--- src/rtl/fetch_sequencer.sv ---
// Instruction fetch sequencer: drives program-memory address, presents fetched
// instructions to decode over valid/ready, and handles jump/call/return/halt.
module fetch_sequencer #(
  parameter int unsigned PC_WIDTH    = 8,
  parameter int unsigned DATA_WIDTH  = 16,
  parameter int unsigned STACK_DEPTH = 4,
  parameter int unsigned RESET_PC    = 0
) (
  input  logic                               clk,
  input  logic                               res,
  output logic [PC_WIDTH-1:0]                mem_pc,
  input  logic [DATA_WIDTH-1:0]              mem_ir,
  output logic [DATA_WIDTH-1:0]              ir_out,
  output logic [PC_WIDTH-1:0]                ir_pc,
  output logic                               ir_valid,
  input  logic                               ir_ready,
  input  logic                               redir_valid,
  input  logic                               redir_call,
  input  logic                               redir_ret,
  input  logic [PC_WIDTH-1:0]                redir_pc,
  input  logic                               halt,
  input  logic                               resume,
  output logic [$clog2(STACK_DEPTH+1)-1:0]   stack_depth,
  output logic                               stack_err,
  output logic [15:0]                        fetch_cnt
);

  localparam int unsigned DW = $clog2(STACK_DEPTH + 1);
  localparam int unsigned AW = (STACK_DEPTH > 1) ? $clog2(STACK_DEPTH) : 1;

  typedef enum logic [1:0] {
    S_IDLE,
    S_RUN,
    S_HALT
  } state_t;

  state_t                state_q;
  logic [PC_WIDTH-1:0]   ir_pc_q;
  logic                  ir_valid_q;
  logic [DW-1:0]         depth_q;
  logic                  err_q;
  logic [15:0]           cnt_q;
  logic [PC_WIDTH-1:0]   stack_q [2**AW];

  logic                  xfer;
  logic [PC_WIDTH-1:0]   seq_pc;
  logic [PC_WIDTH-1:0]   stack_top;
  logic [PC_WIDTH-1:0]   next_pc_d;
  logic [DW-1:0]         depth_d;
  logic                  err_d;
  logic                  push;
  logic                  pop;

  always_comb begin
    xfer      = ir_valid_q & ir_ready;
    seq_pc    = ir_pc_q + PC_WIDTH'(1);
    stack_top = stack_q[AW'(depth_q - DW'(1))];
    next_pc_d = seq_pc;
    push      = 1'b0;
    pop       = 1'b0;
    err_d     = err_q;
    if (redir_valid) begin
      if (redir_call) begin
        next_pc_d = redir_pc;
        if (depth_q == DW'(STACK_DEPTH)) err_d = 1'b1;
        else                             push  = 1'b1;
        if (redir_ret) err_d = 1'b1;
      end else if (redir_ret) begin
        if (depth_q == '0) begin
          err_d = 1'b1;
        end else begin
          pop       = 1'b1;
          next_pc_d = stack_top;
        end
      end else begin
        next_pc_d = redir_pc;
      end
    end
    depth_d = depth_q;
    if (push)     depth_d = depth_q + DW'(1);
    else if (pop) depth_d = depth_q - DW'(1);
    // In HALT ir_pc_q already holds the resume address, so one mux covers every state.
    mem_pc = xfer ? next_pc_d : ir_pc_q;
  end

  always_ff @(posedge clk or posedge res) begin
    if (res) begin
      state_q    <= S_IDLE;
      ir_pc_q    <= PC_WIDTH'(RESET_PC);
      ir_valid_q <= 1'b0;
      depth_q    <= '0;
      err_q      <= 1'b0;
      cnt_q      <= '0;
    end else begin
      case (state_q)
        S_IDLE: begin
          state_q    <= S_RUN;
          ir_valid_q <= 1'b1;
        end
        S_RUN: begin
          if (xfer) begin
            ir_pc_q <= next_pc_d;
            depth_q <= depth_d;
            err_q   <= err_d;
            cnt_q   <= cnt_q + 16'd1;
            if (halt) begin
              state_q    <= S_HALT;
              ir_valid_q <= 1'b0;
            end
          end
        end
        S_HALT: begin
          if (resume) begin
            state_q    <= S_RUN;
            ir_valid_q <= 1'b1;
          end
        end
        default: begin
          state_q    <= S_IDLE;
          ir_valid_q <= 1'b0;
        end
      endcase
    end
  end

  // Stack contents need no reset: occupancy alone defines which entries are live.
  always_ff @(posedge clk) begin
    if (xfer && push) stack_q[AW'(depth_q)] <= seq_pc;
  end

  assign ir_out      = mem_ir;
  assign ir_pc       = ir_pc_q;
  assign ir_valid    = ir_valid_q;
  assign stack_depth = depth_q;
  assign stack_err   = err_q;
  assign fetch_cnt   = cnt_q;

endmodule

--- config.mk ---
export PLATFORM = sky130hd
export DESIGN_NAME = fetch_sequencer
export DESIGN_NICKNAME = d
export VERILOG_FILES = /design/src/rtl/fetch_sequencer.sv
export SDC_FILE = /design/constraint.sdc
export NUM_CORES = 1
export LEC_CHECK = 0
export ABC_AREA = 1
export BUFFER_PORTS_ARGS = -buffer_cell sky130_fd_sc_hd__buf_2
export CAP_MARGIN = 40
export CORE_UTILIZATION = 50
export CTS_BUF_LIST = sky130_fd_sc_hd__clkbuf_16
export CTS_CLUSTER_DIAMETER = 100
export DETAILED_ROUTE_END_ITERATION = 8
export GPL_TIMING_DRIVEN = 0
export PLACE_DENSITY = 0.76
export SETUP_SLACK_MARGIN = 0.1
export SLEW_MARGIN = 20
export SYNTH_ARGS = -nofsm -noshare
export SYNTH_HDL_FRONTEND = slang
export SYNTH_SLANG_ARGS = --single-unit
--- constraint.sdc ---
create_clock -name clk -period 2.7 [get_ports clk]
set_input_delay 0.54 -clock clk [delete_from_list [all_inputs] [get_ports clk]]
set_output_delay 0.54 -clock clk [all_outputs]
set_load 0.01 [all_outputs]
### Word-level counts from Yosys, hierarchy flattened

Memory sizes are Yosys's and may differ from the RTL's.
Index checks and enable logic that the tools add are counted.
Widths: inputs -> output; s select.

| storage, ports and cells | value |
|---|---|
| flip-flop bits (word level) | 31 |
| RAM bits | 32 |
| input port bits | 32 |
| output and inout port bits | 53 |
| logic and storage cells | 58 |
| memories kept | 1 |

| cells by class | value |
|---|---|
| $add $sub $neg | 4 |
| equal/unequal tests | 6 |
| muxes and demuxes | 29 |
| bitwise operators | 1 |
| reduce and logical (&&, ||, !) cells | 11 |

Memories:

| memory | words | bits a word | rd ports | clocked after Yosys merged registers in | wr ports | RTL line | text |
|---|---|---|---|---|---|---|---|
| stack_q | 4 | 8 | 1 | 0 | 1 | 43 | `logic [PC_WIDTH-1:0] stack_q [2**AW];` |

Operators by type and width:

| kind | number |
|---|---|
| $mux 8 | 5 |
| $mux 1 | 17 |
| $add 16x1->16 const B | 1 |
| $add 8x1->8 const B | 1 |
| $reduce_bool 2->1 | 4 |
| $mux 2 | 3 |
| $mux 3 | 2 |
| $ne 2x2->1 const B | 3 |
| $pmux 2 s3 | 1 |
| $reduce_and 3->1 | 2 |
| $reduce_and 6->1 | 1 |
| $add 3x1->3 const B | 1 |
| $eq 3x3->1 const B | 1 |
| $logic_not 3->1 | 1 |
| $pmux 1 s3 | 1 |
| $sub 3x1->3 const B | 1 |
| $eq 2x1->1 const B | 1 |
| $eq 2x2->1 const B | 1 |
| $logic_not 2->1 | 1 |
| $reduce_and 2->1 | 1 |
| $and 1x1->1 | 1 |
| $logic_and 1x1->1 | 1 |

### Longest topological paths before layout

| logic depth | value |
|---|---|
| depth after elaboration | 7 |
| gate-level depth with buffers | 14 |
| mapped depth without buffers | 11 |

### Worst setup path before layout

No wires, ideal clock.

| path | value |
|---|---|
| path type | flip-flop to output port |
| start point | reg depth_q[0], in the netlist stack_depth[0] |
| end point | out mem_pc[3] |
| arrival | 1,882 ps |
| data required time | 2,160 ps |
| path slack | 278 ps |
| stages on the path, launching flop included | 13 |
| path buffers | 3 |
| path through | dfrtp_1 buf_4 inv_4 buf_4 ha_1 buf_2 inv_2 nand3_1 nand2_1 nand2_1 nand2_1 nand2_1 a22oi_1 |

| between the ends | value |
|---|---|
| word-level cells in the longest chain between the ends | 7 |
| elaborated cells on any way between the ends | 8 |
| classes of those cells | add/sub: 1; mux: 5; reduce/logical: 1; memory: 1 |

Ends and longest elaborated chain:

| item | RTL line | text |
|---|---|---|
| start: declaration | 40 | `logic [DW-1:0] depth_q;` |
| start signal: assignment | 103 | `depth_q <= depth_d;` |
| $sub 3x1->3 | - |  |
| $mem_v2 4x8 | - |  |
| $mux 8 * | 69 | `if (depth_q == '0) begin` |
| $mux 8 * | 68 | `end else if (redir_ret) begin` |
| $mux 8 * | 63 | `if (redir_call) begin` |
| $mux 8 * | 62 | `if (redir_valid) begin` |
| $mux 8 * | - |  |
| end: declaration | 11 | `output logic [PC_WIDTH-1:0] mem_pc,` |

Every way passes the cells marked *; elsewhere a longest branch is shown, timed or not.

### Worst setup path after layout

| path | value |
|---|---|
| start point | reg depth_q[0], in the netlist stack_depth[0] |
| end point | out mem_pc[7] |

The elaborated chain is that of the path after synthesis.

==> impl_results.md <==
- Global-route congestion overflow total: 0
- Peak supply drop: 0.519 mV
- Cell family with most CP delay: simple AND/OR/NAND/NOR gates
- Switch share: 38.9%
- Area after DPL: 0.00389 mm^2
- CTS Sinks: 63
- Area delta synth->final: 33.0%
- Fmax: 386 MHz
- Critical-path top delay cell: dfrtp_1
- Die Wd: 85.1 um
- Mapped Nets: 440
- Sequential share of power: 29.7%
- Port buffer count: 68
- R2R cell count: 20
- Post-CTS Hold Fix Bufs: 0
- Startpoint types: flop
- Internal power: 2.98 mW
- DR vias: 3,052
- Unrepaired setup endpoints after global routing: true
- Final period utilization: 95.9%
- Vias per std cell: 5.17
- Largest net degree at the start of global routing: 32
- Leakage: 2.28 nW
- Worst-path maximum fanout: 5
- Syn Area/Cell: 8.61 um^2
- Main synth FF type: edfxtp_1
- CP Cell Sequence: buf_6 > inv_8 > ha_4 > inv_4 > nor2_4 > nor2_4 > buf_6 > nand3_2 > nand2_1 > nand2_1 > nand2_1 > nand2_1 > o21ai_1 > buf_2
- Crit path time final: 2590 ps
- Core area: 0.00649 mm^2
- 1st-iter DRT viols: 151
- Root buf cell: clkbuf_16
- Initial antenna violation count: 0
- TritonCTS clock tree: built
- Seq cells post-synth: 63
- Total chip power: 4.88 mW
- Clk_skew: 3.80 ps
- DRT Wirelength: 8760 um
- Post-route cell area: 0.00459 mm^2
- Worst Hold Class: input port to asynchronous set/reset pin
- Cell Area, Synth: 0.00345 mm^2
- Post-DP HPWL: 5600 um
- Placement Rows: 29
- Die height: 85.1 um
- Switching pwr: 1.90 mW
- Synth Warn #: 0
- Worst Path Buf+Inv: 5
- Metal3 WL: 426 um
- Relative max-transition margin: 41.9%
- Post-route DRC: 0
- Outcome: completed
- Synthesized instance count: 401
- Fin nets: 547
- Share of flip-flops with an asynchronous set or reset: 49.2%
- CP Capture Type: output pin
- Final GP Congestion: 0.824
- Die ar.: 0.00724 mm^2
- Worst-path clk slew: 50 ps
- Post-Place Cells: 546
- Critical Path Stages: 14
- Worst EP arrival: 2050 ps
- Clock share of power: 24.8%
- Non-filler cells, final: 590
- Fillers: 470
- Clock Latency Late Sink: 330 ps
- Max-cap violations: 0
- First-pass iteration count of the detailed router: 4
- Starting Density: 53.2%
- Most used cell along the critical path: nand2_1
- Final antenna-violating net count: 0
- H-tree Lvls: 3
- Count of final setup violators: 0
- TritonCTS Buffers: 9
- Routed WL per cell: 14.8 um
- Uppermost routed layer: met4
- Vias in the first global route: 2,841
- Metal-1 WL: 3450 um
- First-pass GRT wire length: 13,500 um
- Slew Viols, Final: 0
- Slowest stage delay, CP: 380 ps
- Number of enable flip-flop cells after synthesis: 32
- Combinational share of power: 45.4%
- Share of cells above drive strength 1: 35.5%
- Post-synthesis cell type count: 37
- Req. time, crit path: 2160 ps
- GRT Total Usage: 24.7%
- Top Ports: 85
- Pwr/cell area: 1060 mW/mm^2
- DR WL met2: 4670 um
- Diode count: 0
- Final hold viol count: 0
- Register area share after synthesis: 50.3%
- Maximum clock path buffer count: 2
- Crit path kind: flop to output pin
- Tightest Pin Transition: 869 ps
through the flow:
stage / hold WS [ps] / TNS, ps / utilization, % / setup WS [ps]
6_report: 302 / 0 / 70.7 / 112
4_1_cts: 330 / 0 / 68.3 / 42.7
2_1_floorplan: 503 / 0 / - / 278
3_3_place_gp: 450 / -398 / 59.9 / -164
5_1_grt: 358 / 0 / 70.7 / 15.4
3_5_place_dp: 454 / -439 / 59.9 / -159
worst register-to-register path, delay by kind of cell (launching register included):
kind / cells / cell delay [ps]
buffers and inverters: 12 / 1390
adder cells (fa/ha/maj): 1 / 200
AND/OR/NAND/NOR: 6 / 370
AO/OA/AOI/OAI: 1 / 60
flip-flops: 1 / 400
per-layer routing:
| metal | vias up | track usage [%] |
|---|---|---|
| li1 | 1480 | - |
| met1 | 1442 | 27.7 |
| met2 | 109 | 45.3 |
| met3 | 21 | 3.70 |
| met4 | 0 | 12.6 |
| met5 | - | 0 |
cell usage in the layout, fill, tap and decap left out, types with 3 or more instances in the layout:
cell       instances
xor2_1             9
nand4_1            4
nand3_2            8
clkbuf_16          9
nor2_1            21
o21ai_1           10
inv_2              3
xnor2_1            6
buf_2             70
o21ai_0            9
buf_6              3
nand3_4            3
nand3_1           25
edfxtp_1          32
inv_1             38
buf_4             43
nand2_2           10
a21oi_1            3
nand2_1          129
dfrtp_1           29
nor2_4             5
ha_1               6
nor3_1             4
registers in the layout (all words and copies together) (netlist names):
signal / flops
stack_q: 32
fetch_cnt: 16
ir_pc: 8
stack_depth: 3
state_q: 2
ir_valid: 1
stack_err: 1
Yosys cell counts, drive strengths merged (2+ instances only):
| cell | number | area (um^2) |
|---|---|---|
| nand2 | 141 | 554 |
| inv | 45 | 181 |
| nand3 | 36 | 190 |
| edfxtp | 32 | 961 |
| dfrtp | 31 | 776 |
| nor2 | 27 | 134 |
| buf | 23 | 168 |
| o21ai | 21 | 109 |
| xor2 | 11 | 96.3 |
| ha | 7 | 87.6 |
| xnor2 | 7 | 68.8 |
| nor3 | 5 | 30.0 |
| nand4 | 4 | 25.0 |
| a21oi | 3 | 15.0 |
| and2 | 2 | 15.0 |
what timing repair did:
action | 4_1_cts | 5_1_grt
gates resized for setup | 21 | 25
cloned | 1 | 0
setup buffers | 19 | 9
pin swaps | 6 | 14
endpoints found under the setup margin | 24 | 9
path summary, 6_finish.rpt:
| path | start | endpoint | slack [ps] |
|---|---|---|---|
| min | res | state_q[0] | 300 |
| max in group asynchronous | res | ir_pc[0] | 1940 |
| max | stack_depth[0] | mem_pc[7] | 110 |
| min reg2reg | stack_err | stack_err | 470 |
| min in group clk | stack_err | stack_err | 470 |
| max reg2reg | stack_depth[0] | ir_pc[6] | 170 |
power by group through the flow:
stage / clock network, mW / registers, mW / logic [mW]
floorplan: 0 / 1.49 / 1.09
global placement: 0 / 1.45 / 1.63
detailed placement: 0 / 1.45 / 1.66
CTS: 1.22 / 1.44 / 2.01
global route: 1.25 / 1.47 / 2.42
finish: 1.21 / 1.45 / 2.22
cell type report:
type                    instances  area, um^2  area share, %
flip-flops and latches         63        1740           37.9
multi-input cells             269        1500           32.6
clock inverters                 7        88.8           1.93
clock buffers                   9         225           4.90
repair buffers                 97         559           12.2
inverters                      45         201           4.39
plain buffers                  23         185           4.03
well taps                      77        96.3           2.10
logic make-up after synthesis:
| group | synth area share, % |
|---|---|
| AO/OA/AOI/OAI | 4.31 |
| XOR/XNOR | 4.78 |
| adder cells (fa/ha/maj) | 2.54 |
| buffers and inverters | 10.2 |
| flip-flops | 50.3 |
| AND/OR/NAND/NOR | 27.9 |
Power figures use the tool's default switching activity.
